`config.mk`:
```
export PLATFORM = sky130hd
export DESIGN_NAME = spi_pushbutton_top
export DESIGN_NICKNAME = d
export VERILOG_FILES = /design/src/rtl/spi_top_pkg.sv /design/src/rtl/debounce.sv /design/src/rtl/spi_pushbutton_top.sv
export SDC_FILE = /design/constraint.sdc
export NUM_CORES = 1
export LEC_CHECK = 0
export BUFFER_PORTS_ARGS = -buffer_cell sky130_fd_sc_hd__buf_2
export CAP_MARGIN = 5
export CORE_ASPECT_RATIO = 0.8
export CORE_MARGIN = 10
export CORE_UTILIZATION = 55
export CTS_BUF_LIST = sky130_fd_sc_hd__clkbuf_8
export DETAILED_ROUTE_END_ITERATION = 10
export GPL_ROUTABILITY_DRIVEN = 1
export PLACE_DENSITY = 0.75
export SYNTH_ARGS = -nofsm -noshare
export SYNTH_HDL_FRONTEND = slang
export SYNTH_SLANG_ARGS = --single-unit
export TNS_END_PERCENT = 30
```
`constraint.sdc`:
```
create_clock -name CLKA -period 1.42 [get_ports CLKA]
set_clock_uncertainty 0.1 [all_clocks]
set_input_delay 0.355 -clock CLKA [delete_from_list [all_inputs] [get_ports CLKA]]
set_output_delay 0.355 -clock CLKA [all_outputs]
set_load 0.1 [all_outputs]
```
`src/rtl/spi_top_pkg.sv`:
```
// Shared types and constants for the push-button SPI sender.
// Latency: n/a (declarations only).
// Backpressure: n/a.
package spi_top_pkg;

  typedef enum logic [1:0] {
    IDLE,
    SHIFT,
    DONE
  } spi_state_t;

  localparam int TABLE_DEPTH = 4;
  localparam int TABLE_IDX_W = 2;

  // Entry 0 is the rightmost element of the concatenation.
  localparam logic [TABLE_DEPTH-1:0][15:0] PATTERN_TABLE = {
    16'h0000, 16'hFFFF, 16'h1234, 16'hA5C3
  };

endpackage

```
`src/rtl/debounce.sv`:
```
// Button synchroniser + debouncer; emits a one-cycle pulse on a debounced 1->0 edge.
// Latency: 2 sync cycles + DEBOUNCE_CYCLES from pin edge to press pulse.
// Backpressure: none; the press pulse is fire-and-forget.
module debounce #(
  parameter int DEBOUNCE_CYCLES = 8
) (
  input  logic clk,
  input  logic rst,
  input  logic pb_raw,
  output logic level,
  output logic press
);

  localparam int CNT_W = $clog2(DEBOUNCE_CYCLES + 1);

  logic             sync1_q;
  logic             sync2_q;
  logic [CNT_W-1:0] cnt_q;
  logic             accept;

  // The Nth consecutive differing sample is the one that commits the new level.
  assign accept = (sync2_q != level) && (cnt_q == CNT_W'(DEBOUNCE_CYCLES - 1));

  always_ff @(posedge clk) begin
    if (rst) begin
      sync1_q <= 1'b1;
      sync2_q <= 1'b1;
      level   <= 1'b1;
      cnt_q   <= '0;
      press   <= 1'b0;
    end else begin
      sync1_q <= pb_raw;
      sync2_q <= sync1_q;
      press   <= accept && !sync2_q;
      if (sync2_q == level) begin
        cnt_q <= '0;
      end else if (accept) begin
        level <= sync2_q;
        cnt_q <= '0;
      end else begin
        cnt_q <= cnt_q + 1'b1;
      end
    end
  end

endmodule

```
`src/rtl/spi_pushbutton_top.sv`:
```
// Sends one table word over a transmit-only SPI mode-0 link per debounced SW1 press.
// Latency: ready falls one cycle after the press pulse; 2*SPI_HALF_PERIOD*WORD_W cycles of shifting + 1.
// Backpressure: presses arriving while a transfer is in flight are dropped.
module spi_pushbutton_top
  import spi_top_pkg::*;
#(
  parameter int DEBOUNCE_CYCLES = 8,
  parameter int SPI_HALF_PERIOD = 2,
  parameter int WORD_W          = 16
) (
  input  logic CLKA,
  input  logic rst_n,
  input  logic pb_sw1,
  output logic MOSI_PIN2,
  output logic SPI_CLK_PIN3,
  output logic FPGA_CLK_PIN4,
  output logic SPI_READY_PIN5
);

  localparam int HP_W  = (SPI_HALF_PERIOD > 1) ? $clog2(SPI_HALF_PERIOD) : 1;
  localparam int BIT_W = (WORD_W > 1) ? $clog2(WORD_W) : 1;

  spi_state_t             state_q;
  spi_state_t             state_d;
  logic [TABLE_IDX_W-1:0] idx_q;
  logic [WORD_W-1:0]      shreg_q;
  logic [BIT_W-1:0]       bit_cnt_q;
  logic [HP_W-1:0]        hp_cnt_q;
  logic                   spi_clk_q;
  logic                   fpga_clk_q;
  logic                   db_level;
  logic                   press;
  logic                   half_done;
  logic                   last_fall;
  logic                   start;

  // rst_n is active-high despite its name.
  debounce #(
    .DEBOUNCE_CYCLES(DEBOUNCE_CYCLES)
  ) u_debounce (
    .clk   (CLKA),
    .rst   (rst_n),
    .pb_raw(pb_sw1),
    .level (db_level),
    .press (press)
  );

  assign half_done = (hp_cnt_q == HP_W'(SPI_HALF_PERIOD - 1));
  assign last_fall = half_done && spi_clk_q && (bit_cnt_q == BIT_W'(WORD_W - 1));
  assign start     = press && !db_level;

  always_comb begin
    state_d = state_q;
    case (state_q)
      IDLE:    if (start) state_d = SHIFT;
      SHIFT:   if (last_fall) state_d = DONE;
      DONE:    state_d = IDLE;
      default: state_d = IDLE;
    endcase
  end

  always_ff @(posedge CLKA) begin
    if (rst_n) begin
      state_q <= IDLE;
    end else begin
      state_q <= state_d;
    end
  end

  always_ff @(posedge CLKA) begin
    if (rst_n) begin
      idx_q      <= '0;
      shreg_q    <= '0;
      bit_cnt_q  <= '0;
      hp_cnt_q   <= '0;
      spi_clk_q  <= 1'b0;
      fpga_clk_q <= 1'b0;
    end else begin
      fpga_clk_q <= ~fpga_clk_q;
      case (state_q)
        IDLE: begin
          hp_cnt_q  <= '0;
          bit_cnt_q <= '0;
          spi_clk_q <= 1'b0;
          if (start) shreg_q <= WORD_W'(PATTERN_TABLE[idx_q]);
        end
        SHIFT: begin
          if (half_done) begin
            hp_cnt_q  <= '0;
            spi_clk_q <= ~spi_clk_q;
            // Falling edge: present the next bit for the receiver's next rising edge.
            if (spi_clk_q) begin
              shreg_q   <= shreg_q << 1;
              bit_cnt_q <= bit_cnt_q + 1'b1;
            end
          end else begin
            hp_cnt_q <= hp_cnt_q + 1'b1;
          end
        end
        DONE: begin
          idx_q     <= idx_q + 1'b1;
          spi_clk_q <= 1'b0;
        end
        default: spi_clk_q <= 1'b0;
      endcase
    end
  end

  assign MOSI_PIN2      = (state_q == SHIFT) && shreg_q[WORD_W-1];
  assign SPI_CLK_PIN3   = spi_clk_q;
  assign FPGA_CLK_PIN4  = fpga_clk_q;
  assign SPI_READY_PIN5 = (state_q == IDLE);

endmodule

```
==> results.json <==
{
  "outcome": "finished, violations left",
  "failed_checks": "setup timing",
  "report.final.setup_viol": 19,
  "ys_ff_latch": 35,
  "cts_sinks": 35,
  "crit_type": "register to primary output",
  "gp_congestion": 0.788,
  "power_density_nw_per_um2": 927,
  "routed_via_density": 5.65,
  "power_leakage_uw": 0.000768,
  "cp_slowest_cell": "dfxtp_4",
  "critical-path-max-stage-delay_ps": 360,
  "wl_um": 3680,
  "fin_crit_sh": 1.17,
  "synth.top_cell.area_share": 0.443,
  "synth.most_common_cell": "dfxtp_1",
  "drtPass1Iterations": 4,
  "grt_pass1_wl_um": 5800,
  "cp.required_ps": 960,
  "clk_pin_slew_ps": 70,
  "cp_max_fo": 3,
  "groute.usage.overall": 0.135,
  "period_needed_ps": 1660,
  "syn_area_um2": 1580,
  "p_total_uw": 1970,
  "cts_tree": "built",
  "core_um2": 2770,
  "cts_buffer_depth": 2,
  "insertion_delay_ps": 290,
  "finalHoldViolations": 0,
  "yosysSeqAreaShare": 0.443,
  "layout-drive-gt1-share": 0.354,
  "antenna_found_initial": 0,
  "crit_arrival_ps": 1210,
  "synth.distinct_cells": 45,
  "path_cells": "buf_6 -> nor2b_4 -> and2_4 -> buf_12",
  "h-tree-depth": 2,
  "cts_made_buffers": 5,
  "fin_ws_ps": -244,
  "irDropWorstVdd_uv": 1130,
  "die_y_um": 68.0,
  "syn2layout_area_growth_pct": 34.0,
  "fin_nets": 198,
  "synth.area.top_cells": "dfxtp_1 44%, nor3_1 5.1%, a211oi_1 4.7%, nand2_1 4.3%, ha_1 3.2%",
  "worstSetupEndpointType": "primary output",
  "place_hpwl_um": 2280,
  "avgSynthCellArea_um2": 9.59,
  "fp-row-count": 17,
  "worstMarginPinSlew_ps": 385,
  "startpoint_type": "register",
  "fp.dieArea_um2": 5440,
  "antenna_cells": 0,
  "holdPathStages": 2,
  "grt_pass1_vias": 1289,
  "die_w_um": 80.0,
  "whs_ps": 155,
  "rr_worst_depth": 4,
  "drc": 0,
  "initial_core_util": 0.572,
  "synth_area_leader_cell": "dfxtp_1",
  "syn-num-nets": 172,
  "fmax_mhz": 601,
  "slew_headroom": 0.744,
  "drt_iter0_markers": 101,
  "synthCells": 165,
  "cts_root_buffer": "clkbuf_8",
  "yosysWarnings": 0,
  "report.final.slew_viol_count": 0,
  "grt_overflow": 0,
  "rsz0062_at_grt": "yes",
  "synth-async-reset-ratio": 0,
  "vias": 1299,
  "wire_per_inst_um": 16.0,
  "place.port_buffers": 6,
  "antenna_left": 0,
  "cts_hold_buf": 0,
  "hp-class": "input pin to register",
  "synth_ff_type": "dfxtp_1",
  "synth_common_cells": "35 x dfxtp_1, 18 x nand2_1, 16 x nor3_1",
  "synth_edf_count": 0,
  "pin_count": 7,
  "grt_max_degree": 22,
  "drv_cap": 0
}
## worst max-delay path, delay by kind of cell, from the launching register on
family                 cells  cell delay (ps)
flip-flops                 1              360
AND/OR/NAND/NOR            2              310
buffers and inverters      2              260
## cells by family after synthesis
logic type | share of synthesized area
DFF | 0.443
AOI/OAI and AO/OA | 0.176
and+or+nand+nor | 0.243
buffers and inverters | 0.0593
xor gates and xnor gates | 0.0277
adders and majority gates | 0.0316
muxes | 0.0190
## power breakdown
part	switching [uW]	internal (uW)
combinational	35.3	20.0
clock	358	568
sequential	3.89	981
## flip-flops by register name, summed over array words and instances, names as in the netlist
| signal | flops |
|---|---|
| u_debounce.level | 1 |
| FPGA_CLK_PIN4 | 1 |
| bit_cnt_q | 4 |
| u_debounce.sync2_q | 1 |
| SPI_CLK_PIN3 | 1 |
| shreg_q | 16 |
| idx_q | 2 |
| u_debounce.cnt_q | 4 |
| state_q | 2 |
| half_done | 1 |
| u_debounce.sync1_q | 1 |
| u_debounce.press | 1 |
## metrics by stage
stage	instance area [um^2]	worst slack (ps)	cells	TNS [ps]	util
6_report	2120	-244	230	-2790	0.767
5_1_grt	2120	-280	230	-3610	0.767
4_1_cts	1990	-243	225	-1820	0.721
3_5_place_dp	1800	-163	211	-1750	0.652
3_3_place_gp	1800	-91.3	211	-1010	0.652
2_1_floorplan	1610	-124	165	-586	-
## final timing paths
kind,slack (ps),startpoint,endpoint
max,-240,state_q[0]$_SDFFE_PP0P_,MOSI_PIN2
min,150,pb_sw1,u_debounce.sync1_q$_SDFF_PP1_
min reg2reg,310,u_debounce.sync1_q$_SDFF_PP1_,u_debounce.sync2_q$_SDFF_PP1_
max reg2reg,-180,state_q[0]$_SDFFE_PP0P_,shreg_q[2]$_SDFFE_PP0P_
## metal layers
| layer | up-vias | GRT usage | share of wire |
|---|---|---|---|
| met5 | - | 0 | 0 |
| met4 | 0 | 0.0680 | 0.019 |
| met3 | 9 | 0.0458 | 0.048 |
| met2 | 34 | 0.220 | 0.49 |
| met1 | 618 | 0.158 | 0.44 |
| li1 | 638 | - | - |
## layout make-up
class | count | area (um^2)
Fill cell | 178 | 644
Inverter | 4 | 15.0
Clock buffer | 6 | 82.6
Clock inverter | 2 | 35.0
Tap cell | 38 | 47.5
Timing Repair Buffer | 31 | 359
Multi-Input combinational cell | 114 | 866
Sequential cell | 35 | 716
## repair_timing
action | CTS | global route
setup endpoints to repair | 19 | 19
gates resized for setup | 8 | 16
setup buffers | 6 | 5
pin swaps | 13 | 9
## layout by cell type, fill, tap and decap left out, types with 4 or more instances in the layout
master     n
inv_1      4
buf_4     15
a211oi_2   5
a211oi_1   6
a21oi_1    5
ha_1       4
nor3_1    15
nand2_1   17
buf_6      5
clkbuf_8   6
nor2_1    10
dfxtp_1   29
buf_12     9
No activity file was read; power rests on OpenSTA's default activity.
